$ cat config.mk
export PLATFORM = sky130hd
export DESIGN_NAME = ddma_rx
export DESIGN_NICKNAME = d
export VERILOG_FILES = /design/src/rtl/ddma_rx.sv
export SDC_FILE = /design/constraint.sdc
export NUM_CORES = 1
export LEC_CHECK = 0
export CORE_MARGIN = 8
export CORE_UTILIZATION = 59
export DETAILED_ROUTE_END_ITERATION = 10
export PLACE_DENSITY = 0.89
export SYNTH_ARGS = -nofsm -noshare
export SYNTH_HDL_FRONTEND = slang
export SYNTH_SLANG_ARGS = --single-unit
export TNS_END_PERCENT = 20
$ cat constraint.sdc
create_clock -name clock -period 9.3 [get_ports clock]
set_clock_uncertainty 0.2 [all_clocks]
set_input_delay 2.325 -clock clock [delete_from_list [all_inputs] [get_ports clock]]
set_output_delay 2.325 -clock clock [all_outputs]
set_load 0.01 [all_outputs]
$ cat src/rtl/ddma_rx.sv
// Receive-side DMA engine: unpacks one router packet and writes its
// payload flits to memory as little-endian word pairs.
module ddma_rx #(
  parameter int FLIT_WIDTH       = 16,
  parameter int MEMORY_BUS_WIDTH = 32
) (
  input  logic                        clock,
  input  logic                        reset,
  input  logic                        rx,
  input  logic [FLIT_WIDTH-1:0]       data_i,
  output logic                        credit_o,
  input  logic                        cmd_in,
  input  logic [MEMORY_BUS_WIDTH-1:0] addr_in,
  input  logic [MEMORY_BUS_WIDTH-1:0] nbytes_in,
  output logic [1:0]                  status_out,
  output logic                        irq_out,
  output logic                        mem_enable_out,
  output logic [3:0]                  mem_wb_out,
  output logic [MEMORY_BUS_WIDTH-1:0] mem_addr_out,
  output logic [MEMORY_BUS_WIDTH-1:0] mem_data_out
);

  localparam int FW = FLIT_WIDTH;
  localparam int MW = MEMORY_BUS_WIDTH;

  typedef enum logic [2:0] {
    S_IDLE,
    S_HDR,
    S_SIZE,
    S_RECV,
    S_FLUSH,
    S_DONE
  } state_t;

  state_t        state;
  logic [MW-1:0] addr_q;
  logic [MW-1:0] cap_q;
  logic [MW-1:0] idx_q;
  logic [FW-1:0] rem_q;
  logic [FW-1:0] low_q;
  logic          pend_q;
  logic          ovf_q;

  logic          accept;
  logic          in_cap;
  logic          last;
  logic          pend_nx;

  assign credit_o = (state == S_HDR) ||
                    (state == S_SIZE) ||
                    (state == S_RECV);
  assign irq_out  = (state == S_DONE);
  assign accept   = rx && credit_o;
  assign in_cap   = idx_q < cap_q;
  assign last     = rem_q == FW'(1);

  always_comb begin
    status_out = 2'd1;
    unique case (1'b1)
      state == S_IDLE: status_out = 2'd0;
      state == S_DONE: status_out = ovf_q ? 2'd3 : 2'd2;
      default:         status_out = 2'd1;
    endcase
  end

  // Pending-half flag as it will stand after the current payload flit
  always_comb begin
    pend_nx = pend_q;
    if (in_cap) pend_nx = ~idx_q[0];
  end

  always_ff @(posedge clock or negedge reset) begin
    if (!reset) begin
      state          <= S_IDLE;
      addr_q         <= '0;
      cap_q          <= '0;
      idx_q          <= '0;
      rem_q          <= '0;
      low_q          <= '0;
      pend_q         <= 1'b0;
      ovf_q          <= 1'b0;
      mem_enable_out <= 1'b0;
      mem_wb_out     <= '0;
      mem_addr_out   <= '0;
      mem_data_out   <= '0;
    end else begin
      mem_enable_out <= 1'b0;
      mem_wb_out     <= '0;
      unique case (state)
        S_IDLE: begin
          if (cmd_in) begin
            addr_q <= addr_in;
            cap_q  <= {1'b0, nbytes_in[MW-1:1]};
            idx_q  <= '0;
            rem_q  <= '0;
            pend_q <= 1'b0;
            ovf_q  <= 1'b0;
            state  <= S_HDR;
          end
        end
        S_HDR: begin
          if (accept) state <= S_SIZE;
        end
        S_SIZE: begin
          if (accept) begin
            rem_q <= data_i;
            state <= (data_i == '0) ? S_DONE : S_RECV;
          end
        end
        S_RECV: begin
          if (accept) begin
            rem_q <= rem_q - FW'(1);
            idx_q <= idx_q + MW'(1);
            pend_q <= pend_nx;
            if (!in_cap) begin
              ovf_q <= 1'b1;
            end else if (!idx_q[0]) begin
              low_q <= data_i;
            end else begin
              mem_enable_out <= 1'b1;
              mem_wb_out     <= 4'b1111;
              mem_addr_out   <= addr_q;
              mem_data_out   <= {data_i, low_q};
              addr_q         <= addr_q + MW'(4);
            end
            if (last) state <= pend_nx ? S_FLUSH : S_DONE;
          end
        end
        S_FLUSH: begin
          mem_enable_out <= 1'b1;
          mem_wb_out     <= 4'b0011;
          mem_addr_out   <= addr_q;
          mem_data_out   <= {{FW{1'b0}}, low_q};
          addr_q         <= addr_q + MW'(4);
          pend_q         <= 1'b0;
          state          <= S_DONE;
        end
        S_DONE: begin
          if (!cmd_in) begin
            ovf_q  <= 1'b0;
            pend_q <= 1'b0;
            state  <= S_IDLE;
          end
        end
        default: state <= S_IDLE;
      endcase
    end
  end

endmodule

==> impl_metrics.prom <==
# TYPE chip_impl_metric gauge
chip_impl_metric{name="synth.yosys.warnings",unit=""} 0
chip_impl_metric{name="peakVddDrop",unit="V"} 0.000191
chip_impl_metric{name="final_hold_viols",unit=""} 0
chip_impl_metric{name="ctsResizeCount",unit=""} 0
chip_impl_metric{name="grt_remaining_overflow",unit=""} 0
chip_impl_metric{name="yosysUniqueCellTypes",unit=""} 60
chip_impl_metric{name="drc",unit=""} 0
chip_impl_info{name="ctsRootBufferMaster",value="clkbuf_16"} 1
chip_impl_metric{name="hold-worst-slack",unit="ns"} 0.296
chip_impl_info{name="slowest_stage",value="a21oi_1"} 1
chip_impl_metric{name="syn2layout_area_growth",unit="%"} 22.5
chip_impl_metric{name="routed-via-count",unit=""} 8596
chip_impl_info{name="nature_of_the_critical_path_startpoint",value="primary input"} 1
chip_impl_info{name="path_cells",value="clkdlybuf4s50_1 > o21ai_1 > a21boi_0 > a21oi_1 > o221ai_1"} 1
chip_impl_metric{name="worstPathArrival",unit="ns"} 5.43
chip_impl_metric{name="fin_nets",unit=""} 1270
chip_impl_metric{name="drv.max_cap_violation_count",unit=""} 0
chip_impl_metric{name="synthesis.instances",unit=""} 1034
chip_impl_metric{name="grt_pass1_vias",unit=""} 8280
chip_impl_metric{name="clock-sinks",unit=""} 198
chip_impl_metric{name="global_route.usage.total",unit="%"} 23.8
chip_impl_metric{name="yosys_register_bits",unit=""} 198
chip_impl_metric{name="period_utilization",unit="%"} 57.9
chip_impl_metric{name="dp_hpwl",unit="um"} 18000
chip_impl_metric{name="finalSetupViolCount",unit=""} 0
chip_impl_metric{name="drtAntennaViolNets",unit=""} 0
chip_impl_metric{name="design_area",unit="sq um"} 12400
chip_impl_metric{name="drt-pass1-iter-count",unit=""} 5
chip_impl_metric{name="worst_path_largest_cell_delay",unit="ns"} 1.06
chip_impl_metric{name="synthesis.nets",unit=""} 1152
chip_impl_metric{name="clk-insertion-delay-late",unit="ns"} 0.44
chip_impl_metric{name="synth_enable_flop_cells",unit=""} 0
chip_impl_metric{name="ioPinCount",unit=""} 157
chip_impl_metric{name="grt_max_degree",unit=""} 95
chip_impl_info{name="cts_tree",value="built"} 1
chip_impl_metric{name="cts-htree-levels",unit=""} 4
chip_impl_metric{name="port-buffer-count",unit=""} 155
chip_impl_metric{name="fp.dieW",unit="um"} 147
chip_impl_metric{name="tightestPinTransition",unit="ns"} 1.27
chip_impl_metric{name="maxClockFrequency",unit="MHz"} 186
chip_impl_metric{name="final-max-slew-violation-count",unit=""} 0
chip_impl_metric{name="grt_pass1_wl",unit="um"} 42200
chip_impl_metric{name="detail_route.vias_per_cell",unit=""} 6.18
chip_impl_metric{name="clkSlewWorstSetupHoldPaths",unit="ns"} 0.07
chip_impl_info{name="worst-setup-path-type",value="in2reg"} 1
chip_impl_metric{name="post_cts_buffers",unit=""} 0
chip_impl_metric{name="die-height",unit="um"} 147
chip_impl_metric{name="place.gp.congestion",unit=""} 0.889
chip_impl_metric{name="antenna_found_initial",unit=""} 0
chip_impl_metric{name="rows",unit=""} 48
chip_impl_metric{name="share_of_layout_cells_above_drive_strength_1",unit="%"} 10.2
chip_impl_metric{name="worst_slew_margin_rel",unit="%"} 15.2
chip_impl_metric{name="dpl-instance-area",unit="sq um"} 11800
chip_impl_metric{name="ys_seq_area_share",unit="%"} 48.9
chip_impl_metric{name="static_leakage",unit="uW"} 0.00533
chip_impl_metric{name="wirelength",unit="um"} 26000
chip_impl_metric{name="design.core.area",unit="sq um"} 17100
chip_impl_info{name="yosys_most_used_dff",value="dfrtp_1"} 1
chip_impl_metric{name="worst-path-max-fanout",unit=""} 16
chip_impl_metric{name="syn_area_per_cell",unit="sq um"} 9.80
chip_impl_metric{name="start_util",unit="%"} 59.4
chip_impl_metric{name="cts_inserted_buffers",unit=""} 17
chip_impl_info{name="unrepaired_setup_endpoints_after_global_routing",value="no"} 1
chip_impl_info{name="outcome",value="complete, no violations"} 1
chip_impl_info{name="critical_path_capture_point_type",value="register"} 1
chip_impl_info{name="worst_hold_path_type",value="reg2reg"} 1
chip_impl_metric{name="ant_diodes",unit=""} 0
chip_impl_metric{name="drt_iter0_drc",unit=""} 830
chip_impl_metric{name="clockBufferDepth",unit=""} 2
chip_impl_metric{name="critPathRequiredTime",unit="ns"} 9.35
chip_impl_metric{name="post_cts_hold_buffer_count",unit=""} 0
chip_impl_metric{name="totalNegativeSetupSlack",unit="ns"} 0
chip_impl_metric{name="postSynth.asyncResetShare",unit="%"} 100
chip_impl_metric{name="period_needed",unit="ns"} 5.38
chip_impl_metric{name="powerDensity",unit="nW/um^2"} 317
chip_impl_metric{name="synthesis.area",unit="sq um"} 10100
chip_impl_metric{name="wl_per_cell",unit="um"} 18.7
chip_impl_metric{name="design.die.area",unit="sq um"} 21600
==> where the power goes <==
group	total, uW	switching, uW	internal [uW]
clock	810	349	460
combinational	1630	840	792
sequential	1500	289	1210
==> per-layer routing <==
metal / track usage [%] / wire length, um
met4: 8.57 / 678
met3: 4.40 / 1850
met2: 39.2 / 12700
met1: 30.9 / 10800
met5: 0 / 0
==> critical path, delay by kind of cell <==
| family | cells | cell delay [ns] |
|---|---|---|
| buffers and inverters | 1 | 0.57 |
| AOI/OAI and AO/OA | 4 | 2.52 |
==> stage by stage <==
stage,std cells,util (%),total power (uW),setup WS (ns)
2_1_floorplan,1034,-,2500,4.90
3_3_place_gp,1358,69.0,3030,3.62
3_5_place_dp,1358,69.0,3120,3.57
4_1_cts,1390,72.8,3940,4.03
5_1_grt,1390,72.8,4180,3.69
6_report,1390,72.8,3940,3.92
==> cell families (layout without fill, tap and decap cells) <==
kind of cell | count (synthesis) | count (layout) | share of synthesized area, %
fa+ha+maj | 34 | 34 | 4.20
compound gates | 247 | 247 | 15.2
flops | 198 | 198 | 48.9
buf+inv | 104 | 235 | 4.32
xor+xnor | 27 | 27 | 2.33
mux | 74 | 74 | 8.49
simple gates | 350 | 350 | 16.6
==> final timing paths <==
path / from / to / slack, ns / depth (start not counted)
worst max register to register: idx_q[6]$_DFFE_PN0P_ / mem_data_out[5]$_DFFE_PN0P_ / 5.40 / 10
worst min register to register: rem_q[5]$_DFFE_PN0P_ / rem_q[5]$_DFFE_PN0P_ / 0.30 / 2
max in group asynchronous: reset / mem_data_out[27]$_DFFE_PN0P_ / 5.98 / 2
min in group asynchronous: reset / cap_q[15]$_DFFE_PN0P_ / 1.67 / 1
worst max-delay path: cmd_in / addr_q[30]$_DFFE_PN0P_ / 3.92 / 5
worst min-delay path: rem_q[5]$_DFFE_PN0P_ / rem_q[5]$_DFFE_PN0P_ / 0.30 / 2
==> cells in the mapped netlist (6+ instances only) <==
master,n,share of area [%]
nand2_1,98,3.6
clkbuf_1,42,1.6
or3_1,7,0.43
o22ai_1,29,1.8
o21ai_0,82,4.1
mux2_2,59,6.6
xnor2_1,7,0.61
nor4_1,9,0.56
nand3_1,46,2.3
nand4_1,16,0.99
o221ai_1,7,0.61
nor3_1,33,1.6
dfrtp_1,198,49
mux2i_1,6,0.59
a211oi_1,11,0.82
xor2_1,20,1.7
and2_1,10,0.62
inv_1,41,1.5
buf_2,11,0.54
ha_1,34,4.2
a22o_1,13,1.1
a221oi_1,16,1.4
mux2_4,9,1.3
nor2_1,87,3.2
a21oi_1,58,2.9
and3_1,13,0.80
==> layout by cell type, fill, tap and decap left out, drive strengths merged, types with 19 or more instances in the layout <==
cell,synthesis,layout
dfrtp,198,198
clkdlybuf4s50,0,154
nand2,98,98
nor2,87,87
o21ai,87,87
mux2,68,68
a21oi,58,58
inv,41,49
nand3,46,46
ha,34,34
nor3,34,34
o22ai,29,29
xor2,20,20
clkbuf,42,19
==> layout make-up <==
| cell class | instances | area (sq um) |
|---|---|---|
| Clock inverter | 14 | 211 |
| Tap cell | 225 | 282 |
| Sequential cell | 198 | 4950 |
| Clock buffer | 18 | 429 |
| Timing Repair Buffer | 162 | 1610 |
| Multi-Input combinational cell | 732 | 4770 |
| Fill cell | 1222 | 4650 |
| Inverter | 41 | 154 |
==> state kept, by name, indices dropped and copies added (netlist names) <==
register	cells
mem_data_out	32
cap_q	31
addr_q	32
state	3
ovf_q	1
idx_q	32
mem_addr_out	32
rem_q	16
low_q	16
mem_wb_out	2
pend_q	1
No activity file was read; power rests on OpenSTA's default activity.
